--- config.mk ---
export PLATFORM = sky130hd
export DESIGN_NAME = data_mem_access_unit
export DESIGN_NICKNAME = d
export VERILOG_FILES = /design/src/rtl/data_mem_access_unit_pkg.sv /design/src/rtl/mem_timeout_counter.sv /design/src/rtl/data_mem_access_unit.sv
export SDC_FILE = /design/constraint.sdc
export NUM_CORES = 1
export LEC_CHECK = 0
export CORE_ASPECT_RATIO = 0.6
export CORE_MARGIN = 3
export CORE_UTILIZATION = 35
export CTS_CLUSTER_DIAMETER = 200
export DETAILED_ROUTE_END_ITERATION = 12
export GPL_TIMING_DRIVEN = 0
export PLACE_DENSITY = 0.85
export SLEW_MARGIN = 20
export SYNTH_ARGS = -nofsm -noshare
export SYNTH_HDL_FRONTEND = slang
export SYNTH_SLANG_ARGS = --single-unit
--- constraint.sdc ---
create_clock -name clk -period 8.26 [get_ports clk]
set_input_delay 1.239 -clock clk [delete_from_list [all_inputs] [get_ports clk]]
set_output_delay 1.239 -clock clk [all_outputs]
set_load 0.01 [all_outputs]
--- src/rtl/data_mem_access_unit_pkg.sv ---
// Shared CPU definitions: opcode select bit positions and memory-stage state encodings.
// The writeback mux keys off the same OP_* constants.
package cpu_defs;

  localparam int SEL_W    = 20;
  localparam int OP_LOAD  = 2;
  localparam int OP_STORE = 3;

  localparam logic [1:0] S_IDLE = 2'd0;
  localparam logic [1:0] S_REQ  = 2'd1;
  localparam logic [1:0] S_DONE = 2'd2;

  typedef struct packed {
    logic is_load;
    logic is_store;
  } op_kind_t;

  // bits[0] is the LOAD select, bits[1] the STORE select; LOAD wins when both are set
  function automatic op_kind_t decode_op(input logic [1:0] bits);
    op_kind_t k;
    k.is_load  = bits[0];
    k.is_store = bits[1] & ~bits[0];
    return k;
  endfunction

endpackage

--- src/rtl/mem_timeout_counter.sv ---
// Counts cycles spent waiting for a memory acknowledge; expire marks the last allowed cycle.
module mem_timeout_counter #(
  parameter int TIMEOUT = 16
) (
  input  logic clk,
  input  logic reset,
  input  logic clear,
  input  logic enable,
  output logic expire
);

  localparam int CNT_W = (TIMEOUT > 2) ? $clog2(TIMEOUT) : 1;

  logic [CNT_W-1:0] count;

  assign expire = (count == CNT_W'(TIMEOUT - 1));

  // saturate at the expiry value so a stalled sequencer never wraps
  always_ff @(posedge clk or posedge reset) begin
    if (reset) begin
      count <= '0;
    end else if (clear) begin
      count <= '0;
    end else if (enable && !expire) begin
      count <= count + 1'b1;
    end
  end

endmodule

--- src/rtl/data_mem_access_unit.sv ---
// Memory-stage sequencer: runs LOAD/STORE over a req/ack handshake, registers the load
// result for writeback and reports misaligned or timed-out accesses with the done pulse.
module data_mem_access_unit #(
  parameter int DATA_W  = 32,
  parameter int ADDR_W  = 32,
  parameter int SEL_W   = 20,
  parameter int TIMEOUT = 16
) (
  input  logic              clk,
  input  logic              reset,
  input  logic              op_valid,
  output logic              op_ready,
  input  logic [SEL_W-1:0]  op_select,
  input  logic [ADDR_W-1:0] op_addr,
  input  logic [DATA_W-1:0] store_data,
  output logic              mem_req,
  output logic              mem_we,
  output logic [ADDR_W-1:0] mem_addr,
  output logic [DATA_W-1:0] mem_wdata,
  input  logic              mem_ack,
  input  logic [DATA_W-1:0] mem_rdata,
  output logic [DATA_W-1:0] load_data,
  output logic              done,
  output logic              err
);

  import cpu_defs::*;

  logic [1:0] state;
  logic       is_load_q;
  logic       expire;
  op_kind_t   kind;
  logic       is_mem;
  logic       misaligned;
  logic       unused_sel;

  // only the LOAD/STORE select bits matter here; the rest belong to other units
  assign unused_sel = ^op_select;

  assign kind       = decode_op(op_select[OP_STORE:OP_LOAD]);
  assign is_mem     = kind.is_load | kind.is_store;
  assign misaligned = (op_addr[1:0] != 2'b00);

  assign op_ready = (state == S_IDLE);
  assign mem_req  = (state == S_REQ);
  assign done     = (state == S_DONE);

  mem_timeout_counter #(
    .TIMEOUT (TIMEOUT)
  ) u_timeout (
    .clk    (clk),
    .reset  (reset),
    .clear  (state != S_REQ),
    .enable (state == S_REQ),
    .expire (expire)
  );

  // an ack in the final allowed cycle still counts as success, so it is tested before expiry
  always_ff @(posedge clk or posedge reset) begin
    if (reset) begin
      state     <= S_IDLE;
      is_load_q <= 1'b0;
      mem_we    <= 1'b0;
      mem_addr  <= '0;
      mem_wdata <= '0;
      load_data <= '0;
      err       <= 1'b0;
    end else begin
      case (state)
        S_IDLE: begin
          if (op_valid) begin
            mem_addr  <= op_addr;
            mem_wdata <= store_data;
            mem_we    <= kind.is_store;
            is_load_q <= kind.is_load;
            if (is_mem && misaligned) begin
              state <= S_DONE;
              err   <= 1'b1;
            end else if (is_mem) begin
              state <= S_REQ;
            end else begin
              state <= S_DONE;
              err   <= 1'b0;
            end
          end
        end
        S_REQ: begin
          if (mem_ack) begin
            if (is_load_q) begin
              load_data <= mem_rdata;
            end
            state <= S_DONE;
            err   <= 1'b0;
          end else if (expire) begin
            state <= S_DONE;
            err   <= 1'b1;
          end
        end
        S_DONE: begin
          state <= S_IDLE;
          err   <= 1'b0;
        end
        default: begin
          state <= S_IDLE;
          err   <= 1'b0;
        end
      endcase
    end
  end

endmodule

==> results of run 1 <==
==> how the worst min path moves through the flow <==
stage                                   startpoint                             end  slack (ns)  cells past startpoint
finish                    mem_wdata[2]$_DFFE_PP0P_        mem_wdata[2]$_DFFE_PP0P_        0.49                      1
global route              mem_wdata[8]$_DFFE_PP0P_        mem_wdata[8]$_DFFE_PP0P_        0.51                      1
detailed placement        mem_wdata[8]$_DFFE_PP0P_        mem_wdata[8]$_DFFE_PP0P_        0.48                      1
floorplan           u_timeout.count[2]$_DFFE_PP0P_  u_timeout.count[2]$_DFFE_PP0P_        0.47                      1
global placement          mem_wdata[5]$_DFFE_PP0P_        mem_wdata[5]$_DFFE_PP0P_        0.47                      1
CTS                       mem_wdata[8]$_DFFE_PP0P_        mem_wdata[8]$_DFFE_PP0P_        0.49                      1
==> worst max-delay path, delay by kind of cell (launching register included) <==
family | cells | cell delay [ns]
DFF | 1 | 0.37
and+or+nand+nor | 1 | 0.15
buffers and inverters | 3 | 0.81
==> final cells by class <==
cell class / count / area, um2
fill: 917 / 4760
sequential: 105 / 2630
timing repair buffer: 203 / 2050
multi-input combinational: 126 / 1430
clock buffer: 11 / 243
tap: 160 / 200
buffer: 12 / 118
clock inverter: 5 / 38.8
inverter: 4 / 20.0
==> cell usage in the layout (no fill, tap or decap), types with 2 or more instances in the layout <==
cell,count
clkdlybuf4s50_1,202
dfrtp_1,105
mux2_2,39
mux2_4,30
mux2_1,29
clkbuf_16,9
buf_6,8
nor2_1,4
inv_6,3
buf_4,3
nor3_1,3
nor2b_1,2
inv_1,2
nand3_1,2
a211oi_1,2
o21ai_0,2
==> synthesized netlist by cell type <==
master / number
nand3b_1: 1
o21ai_0: 2
nor2_1: 4
inv_2: 1
buf_4: 3
a22oi_1: 1
nand3_1: 2
dfrtp_1: 105
inv_1: 3
a211oi_1: 2
buf_2: 1
buf_6: 8
a31oi_1: 1
a221oi_1: 1
nand2b_4: 1
nor2b_1: 2
mux2i_1: 1
or2_1: 1
mux2_1: 29
mux2_2: 39
xnor2_1: 1
nor3_1: 3
nor3b_4: 1
nor4_1: 1
nand3_4: 1
ha_1: 1
nor3b_1: 1
mux2_4: 30
==> stage by stage <==
step                std cells  area, um2  hold slack, ns  power (W)  setup WS (ns)
global route              626       6720           0.506    0.00248           5.27
CTS                       626       6720           0.494    0.00239           5.33
global placement          609       6410           0.466    0.00192           2.81
floorplan                 247       4190           0.472    0.00134           4.26
detailed placement        610       6440           0.478    0.00196           5.35
finish                    626       6720           0.489    0.00235           5.35
==> per-layer routing <==
layer / part of all wire / vias up
met5: 0 / -
met4: 0.0092 / 0
met3: 0.083 / 9
li1: - / 1304
met2: 0.46 / 123
met1: 0.45 / 1410
==> power by group <==
part / switching [W] / internal, W
Sequential: 0.000128 / 0.000752
Clock: 0.000193 / 0.000215
Combinational: 0.000374 / 0.000688
Total: 0.000695 / 0.00165
==> logic make-up after synthesis <==
group                      count (synthesis)  synth area share
AOI/OAI and AO/OA                          7            0.0114
DFF                                      105             0.628
buffers and inverters                     16            0.0317
adders and majority gates                  1           0.00299
and+or+nand+nor                           18            0.0311
muxes                                     99             0.293
xor gates and xnor gates                   1           0.00209
==> flip-flops by register name, summed over array words and instances (netlist names) <==
| register | count |
|---|---|
| is_load_q | 1 |
| err | 1 |
| mem_wdata | 32 |
| load_data | 32 |
| mem_addr | 32 |
| mem_we | 1 |
| state | 2 |
| u_timeout.count | 4 |
==> results.sh, run 1 <==
export IMPL_die_area_um2=13300
export IMPL_nNetsFinal=582
export IMPL_period_share=0.352
export IMPL_rsz0062_at_grt="no"
export IMPL_r2r_cells=5
export IMPL_die_width_um=147
export IMPL_fmax_ghz=0.344
export IMPL_clk_latency_ns=0.34
export IMPL_cp_max_fo=9
export IMPL_syn_nets=368
export IMPL_p_leak_nw=2.91
export IMPL_post_drt_wl_per_cell_um=16.9
export IMPL_grtUsageMet2=0.253
export IMPL_yosys_area_top_type="dfrtp_1"
export IMPL_htree_levels=3
export IMPL_drive_gt1_frac=0.219
export IMPL_busiest_layer="met2"
export IMPL_grt_first_pass_wirelength_um=17000
export IMPL_yosys_cell_types_count=28
export IMPL_post_cts_setup_buffers=0
export IMPL_start_util=0.364
export IMPL_port_buffers=202
export IMPL_first_iter_violations=50
export IMPL_cts_buffer_depth=2
export IMPL_grt_use_total=0.160
export IMPL_status="completed"
export IMPL_ys_ff_latch=105
export IMPL_clock_sinks=105
export IMPL_cts_root_buf="clkbuf_16"
export IMPL_max_stage_delay_ns=0.57
export IMPL_cts_tree="built"
export IMPL_cap_viol_max_count=0
export IMPL_synth_top_area_frac=0.628
export IMPL_critical_path_required_ns=7.02
export IMPL_grt_ovfl_total=0
export IMPL_core_area_um2=11500
export IMPL_crit_reg2reg_capture="mem_wdata[20]$_DFFE_PP0P_"
export IMPL_worst_pin_slew_ns=0.490
export IMPL_grt_max_degree=55
export IMPL_postSynthCellCount=247
export IMPL_drt_first_pass_iters=4
export IMPL_grt_pass1_vias=3078
export IMPL_area_delta_synth_final_pct=60.6
export IMPL_met3_usage=0.0627
export IMPL_startpoint="state[1]$_DFFE_PP0P_"
export IMPL_ys_warnings_count=0
export IMPL_period_minus_slack_ns=2.91
export IMPL_vias=2846
export IMPL_synth_area_per_cell_um2=16.9
export IMPL_r2r_setup_slack_ns=6.54
export IMPL_holdCritPathClass="reg -> reg"
export IMPL_drc=0
export IMPL_synth_area_um2=4190
export IMPL_drtAntennaViolNets=0
export IMPL_critPathCapture="mem_req"
export IMPL_arrival_ns=1.67
export IMPL_synth_area_top_cells="dfrtp_1 63%, mux2_4 11%, mux2_2 10%"
export IMPL_p_per_area_nw_per_um2=350
export IMPL_fin_util=0.585
export IMPL_ios=221
export IMPL_maxSlewHeadroom=0.674
export IMPL_place_hpwl_um=7980
export IMPL_holdBufCountCts=0
export IMPL_end_kind="primary output"
export IMPL_path_clk_slew_ns=0.07
export IMPL_antenna_found_initial=0
export IMPL_global_route_usage_met1=0.208
export IMPL_setup_tns_ns=0
export IMPL_cts_buffers=9
export IMPL_peakVddDrop_uv=164
export IMPL_antenna_cells=0
export IMPL_worstPathCellList="buf_6, nand2b_4, inv_2, clkdlybuf4s50_1"
export IMPL_row_count=30
export IMPL_criticalPathCategory="reg -> out"
export IMPL_slowest_stage="clkdlybuf4s50_1"
export IMPL_clock_skew_ns=0.00697
export IMPL_ctsResizeCount=0
export IMPL_vias_per_cell=4.55
export IMPL_hold_viol=0
export IMPL_timing_rr_start="state[0]$_DFFE_PP0P_"
export IMPL_critPathLaunchType="register"
export IMPL_wirelength_um=10600
export IMPL_die_y_um=90.7
export IMPL_finalSetupViolCount=0
export IMPL_seq_area_frac_synth=0.628
export IMPL_gp_congestion=0.732
export IMPL_slew_violations=0
No activity file was read; power rests on OpenSTA's default activity.
==> inputs of run 2 (changes only) <==
==> constraint.sdc (replaced) <==
create_clock -name clk -period 2.8 [get_ports clk]
set_input_delay 0.42 -clock clk [delete_from_list [all_inputs] [get_ports clk]]
set_output_delay 0.42 -clock clk [all_outputs]
set_load 0.01 [all_outputs]
==> run 2 against run 1 <==
Sequential power increased to 3.0 times the previous value; die area unchanged; combinational power increased to 3.0 times the previous value; via count decreased by 1.1%; sequential share of layout area decreased by 0.30 points; first-iteration DRC count increased by 22%; power increased to 3.0 times the previous value; clock power increased to 3.1 times the previous value; critical endpoint unchanged; largest cell class unchanged.
==> results.sh, run 2 (synthesis gave the netlist of run 1 again) <==
export IMPL_status="completed"
export IMPL_cts_buffers=9
export IMPL_pwr_share_clk=0.182
export IMPL_period_share=0.745
export IMPL_drive_gt1_frac=0.224
export IMPL_start_util=0.364
export IMPL_wl_met2_um=5080
export IMPL_antenna_found_initial=0
export IMPL_wirelength_um=10700
export IMPL_worst_pin_slew_ns=0.404
export IMPL_route_met3_wl_um=821
export IMPL_finalSetupViolCount=0
export IMPL_fillers=907
export IMPL_fin_util=0.590
export IMPL_cts_buffer_depth=2
export IMPL_p_per_area_nw_per_um2=1040
export IMPL_r2r_cells=5
export IMPL_port_buffers=202
export IMPL_maxSlewHeadroom=0.730
export IMPL_p_leak_nw=2.93
export IMPL_cp_max_fo=9
export IMPL_ios=221
export IMPL_grt_pass1_vias=3121
export IMPL_clk_latency_ns=0.34
export IMPL_switching_share=0.295
export IMPL_grt_use_total=0.161
export IMPL_regArea_um2=2630
export IMPL_peakVddDrop_uv=630
export IMPL_setup_tns_ns=0
export IMPL_vias_per_cell=4.48
export IMPL_slew_violations=0
export IMPL_die_area_um2=13300
export IMPL_cap_viol_max_count=0
export IMPL_criticalPathCategory="reg -> out"
export IMPL_vias=2815
export IMPL_grt_max_degree=34
export IMPL_layout_common_cells="202 x clkdlybuf4s50_1, 105 x dfrtp_1, 39 x mux2_2"
export IMPL_path_clk_slew_ns=0.07
export IMPL_end_kind="primary output"
export IMPL_nNetsFinal=584
export IMPL_die_width_um=147
export IMPL_drt_first_pass_iters=4
export IMPL_crit_reg2reg_capture="mem_wdata[14]$_DFFE_PP0P_"
export IMPL_p_int_w=0.00495
export IMPL_holdBufCountCts=0
export IMPL_r2r_setup_slack_ns=1.10
export IMPL_period_minus_slack_ns=2.09
export IMPL_grt_ovfl_total=0
export IMPL_arrival_ns=1.67
export IMPL_area_delta_synth_final_pct=61.8
export IMPL_row_count=30
export IMPL_top_regs="load_data x32, mem_addr x32, mem_wdata x32"
export IMPL_seq_power_share=0.372
export IMPL_die_y_um=90.7
export IMPL_drt_met1_wl_um=4710
export IMPL_drc=0
export IMPL_grt_first_pass_wirelength_um=17200
export IMPL_combPwrFrac=0.446
export IMPL_htree_levels=3
export IMPL_critPathLaunchType="register"
export IMPL_first_iter_violations=61
export IMPL_fmax_ghz=0.479
export IMPL_rsz0062_at_grt="no"
export IMPL_ctsResizeCount=0
export IMPL_drtAntennaViolNets=0
export IMPL_place_hpwl_um=8370
export IMPL_cts_tree="built"
export IMPL_clock_sinks=105
export IMPL_highest_layer="met4"
export IMPL_hold_viol=0
export IMPL_post_drt_wl_per_cell_um=17.0
export IMPL_antenna_cells=0
export IMPL_core_area_um2=11500
export IMPL_clock_skew_ns=0.00932
export IMPL_final_common_cell="clkdlybuf4s50_1"
export IMPL_timing_rr_start="state[0]$_DFFE_PP0P_"
export IMPL_multi_input_area_um2=1430
export IMPL_holdCritPathClass="in -> async"
export IMPL_gp_congestion=0.761
export IMPL_switchingPower_w=0.00207
export IMPL_critical_path_required_ns=2.38
export IMPL_cts_root_buf="clkbuf_16"
export IMPL_post_cts_setup_buffers=0
## run 2: power groups by stage
stage | Sequential, W | Combinational [W] | Clock [W]
after detailed placement | 0.00264 | 0.00318 | 0
after global placement | 0.00257 | 0.00311 | 0
after floorplan | 0.00290 | 0.00104 | 0
after CTS | 0.00262 | 0.00319 | 0.00132
final | 0.00261 | 0.00313 | 0.00128
after global routing | 0.00270 | 0.00332 | 0.00138
## run 2: worst max path at each step
stage / end / startpoint
3_5_place_dp: mem_wdata[14]$_DFFE_PP0P_ / op_valid
6_report: mem_req / state[1]$_DFFE_PP0P_
4_1_cts: mem_req / state[1]$_DFFE_PP0P_
2_1_floorplan: err$_DFFE_PP0P_ / reset
3_3_place_gp: load_data[25]$_DFFE_PP0P_ / reset
5_1_grt: mem_req / state[1]$_DFFE_PP0P_
## run 2: per-layer routing
metal,GRT usage,vias up
met5,0,-
met4,0.0326,0
met3,0.0577,9
met2,0.263,119
met1,0.208,1391
li1,-,1296
## run 2: critical path: stages, from the launching register on
cell and delay (ns):
dfrtp_1 0.38, buf_6 0.14, nand2b_4 0.15, inv_2 0.11, clkdlybuf4s50_1 0.55
## run 2: metrics by stage
step	setup slack, ns	power (W)	hold WS (ns)	cell area (um2)	std cells
global placement	0.0989	0.00568	0.467	6410	609
detailed placement	0.670	0.00581	0.475	6470	612
floorplan	1.12	0.00394	0.472	4190	247
CTS	0.700	0.00712	0.421	6770	628
finish	0.714	0.00702	0.433	6770	628
global route	0.648	0.00740	0.445	6770	628
## run 2: area by class of cell
| class | count | share of cell area |
|---|---|---|
| clock buffers | 9 | 0.0333 |
| plain buffers | 12 | 0.0174 |
| repair buffers | 205 | 0.307 |
| multi-input cells | 126 | 0.210 |
| well taps | 160 | 0.0296 |
| clock inverters | 7 | 0.0113 |
| inverters | 4 | 0.00277 |
| flip-flops and latches | 105 | 0.388 |
==> inputs of run 3 (changes only) <==
==> constraint.sdc (replaced) <==
create_clock -name clk -period 1.95 [get_ports clk]
set_input_delay 0.2925 -clock clk [delete_from_list [all_inputs] [get_ports clk]]
set_output_delay 0.2925 -clock clk [all_outputs]
set_load 0.01 [all_outputs]
==> run 3 against run 2 <==
Sequential share of layout area barely moved; critical path depth up 1; clock power up 43%; critical path type is now reg -> reg; largest power group unchanged; highest routed layer unchanged.
==> results.sh, run 3 (synthesis gave the netlist of run 1 again) <==
export IMPL_critPathLaunchType="register"
export IMPL_holdBufCountCts=0
export IMPL_first_iter_violations=59
export IMPL_grtUsageMet2=0.263
export IMPL_clock_skew_ns=0.0101
export IMPL_cts_buffer_depth=2
export IMPL_vias_per_cell=4.49
export IMPL_critical_path_required_ns=2.17
export IMPL_multi_input_area_um2=1430
export IMPL_worstPathCellList="buf_2, nor3b_4, buf_6, buf_6, mux2_1"
export IMPL_grt_ovfl_total=0
export IMPL_slew_violations=0
export IMPL_r2r_cells=5
export IMPL_status="completed"
export IMPL_end_kind="register"
export IMPL_start_util=0.364
export IMPL_cp_max_fo=10
export IMPL_fin_util=0.590
export IMPL_grt_first_pass_wirelength_um=17200
export IMPL_fillers=905
export IMPL_die_width_um=147
export IMPL_rsz0062_at_grt="no"
export IMPL_grt_pass1_vias=3121
export IMPL_ios=221
export IMPL_criticalPathCategory="reg -> reg"
export IMPL_drc=0
export IMPL_area_delta_synth_final_pct=61.9
export IMPL_row_count=30
export IMPL_antenna_cells=0
export IMPL_layout_common_cells="199 x clkdlybuf4s50_1, 105 x dfrtp_1, 39 x mux2_2"
export IMPL_vias=2819
export IMPL_placedCellCount=612
export IMPL_htree_levels=3
export IMPL_path_clk_slew_ns=0.08
export IMPL_startpoint="state[0]$_DFFE_PP0P_"
export IMPL_die_y_um=90.7
export IMPL_grt_max_degree=34
export IMPL_crit_reg2reg_capture="mem_wdata[14]$_DFFE_PP0P_"
export IMPL_post_cts_setup_buffers=0
export IMPL_cts_root_buf="clkbuf_16"
export IMPL_p_per_area_nw_per_um2=1490
export IMPL_final_common_cell="clkdlybuf4s50_1"
export IMPL_met3_usage=0.0577
export IMPL_regArea_um2=2630
export IMPL_nNetsFinal=584
export IMPL_cap_viol_max_count=0
export IMPL_drive_gt1_frac=0.224
export IMPL_top_regs="load_data x32, mem_addr x32, mem_wdata x32"
export IMPL_global_route_usage_met1=0.208
export IMPL_clock_sinks=105
export IMPL_r2r_setup_slack_ns=0.24
export IMPL_maxSlewHeadroom=0.730
export IMPL_peakVddDrop_uv=904
export IMPL_period_share=0.875
export IMPL_core_area_um2=11500
export IMPL_slowest_stage="dfrtp_1"
export IMPL_post_drt_wl_per_cell_um=17.1
export IMPL_clk_latency_ns=0.34
export IMPL_wirelength_um=10700
export IMPL_max_stage_delay_ns=0.36
export IMPL_antenna_found_initial=0
export IMPL_port_buffers=202
export IMPL_fmax_ghz=0.586
export IMPL_period_minus_slack_ns=1.71
export IMPL_gp_congestion=0.761
export IMPL_arrival_ns=1.93
export IMPL_cts_tree="built"
export IMPL_holdCritPathClass="in -> async"
export IMPL_die_area_um2=13300
export IMPL_finalSetupViolCount=0
export IMPL_drt_first_pass_iters=4
export IMPL_busiest_layer="met2"
export IMPL_worst_pin_slew_ns=0.404
export IMPL_cts_buffers=9
export IMPL_timing_rr_start="state[0]$_DFFE_PP0P_"
export IMPL_grt_use_total=0.161
export IMPL_hold_viol=0
export IMPL_p_leak_nw=2.95
export IMPL_drtAntennaViolNets=0
export IMPL_place_hpwl_um=8370
export IMPL_fin_cells=628
export IMPL_crit_path_frequent_cell="buf_6"
[run 3: stage by stage]
step                hold WS [ns]  area [um2]  setup slack [ns]  total power (W)  TNS, ns
global route               0.317        6780             0.179           0.0106        0
floorplan                  0.427        4190             0.398          0.00566        0
detailed placement         0.475        6470           -0.0530          0.00835   -0.587
global placement           0.467        6410            -0.624          0.00816   -65.09
CTS                        0.293        6770            0.0106           0.0102        0
finish                     0.305        6780             0.243           0.0101        0
[run 3: report_power, final]
| part | total (W) | switching, W | internal, W |
|---|---|---|---|
| Sequential | 0.00375 | 0.000563 | 0.00318 |
| Clock | 0.00183 | 0.000826 | 0.00101 |
| Combinational | 0.00449 | 0.00158 | 0.00291 |
[run 3: timing repair]
| item | CTS | global route |
|---|---|---|
| resized for setup | 1 | 2 |
| hold endpoints to repair | 0 | 0 |
| endpoints found under the setup margin | 1 | 2 |
[run 3: cell type report]
class	count	area share
Buffer	12	0.0174
Inverter	4	0.00277
Sequential cell	105	0.388
Clock inverter	7	0.0113
Timing Repair Buffer	205	0.308
Multi-Input combinational cell	126	0.210
Tap cell	160	0.0295
Clock buffer	9	0.0332
[run 3: how the worst max path moves through the flow]
stage	to	slack, ns	cells past startpoint
after floorplan	err$_DFFE_PP0P_	0.40	1
after global placement	load_data[25]$_DFFE_PP0P_	-0.62	2
after detailed placement	mem_wdata[14]$_DFFE_PP0P_	-0.05	5
after CTS	done	0.01	3
after global routing	mem_wdata[13]$_DFFE_PP0P_	0.18	5
final	mem_wdata[14]$_DFFE_PP0P_	0.24	5
[run 3: worst max-delay path, delay by kind of cell (launching register included)]
| kind | cells | cell delay [ns] |
|---|---|---|
| AND/OR/NAND/NOR | 1 | 0.31 |
| flip-flops | 1 | 0.36 |
| multiplexers | 1 | 0.35 |
| buffers and inverters | 3 | 0.57 |
[run 3: routing by layer]
layer | up-vias | routed length [um]
met1 | 1388 | 4700
met2 | 124 | 5090
met4 | 0 | 69
li1 | 1299 | -
met5 | - | 0
met3 | 8 | 855
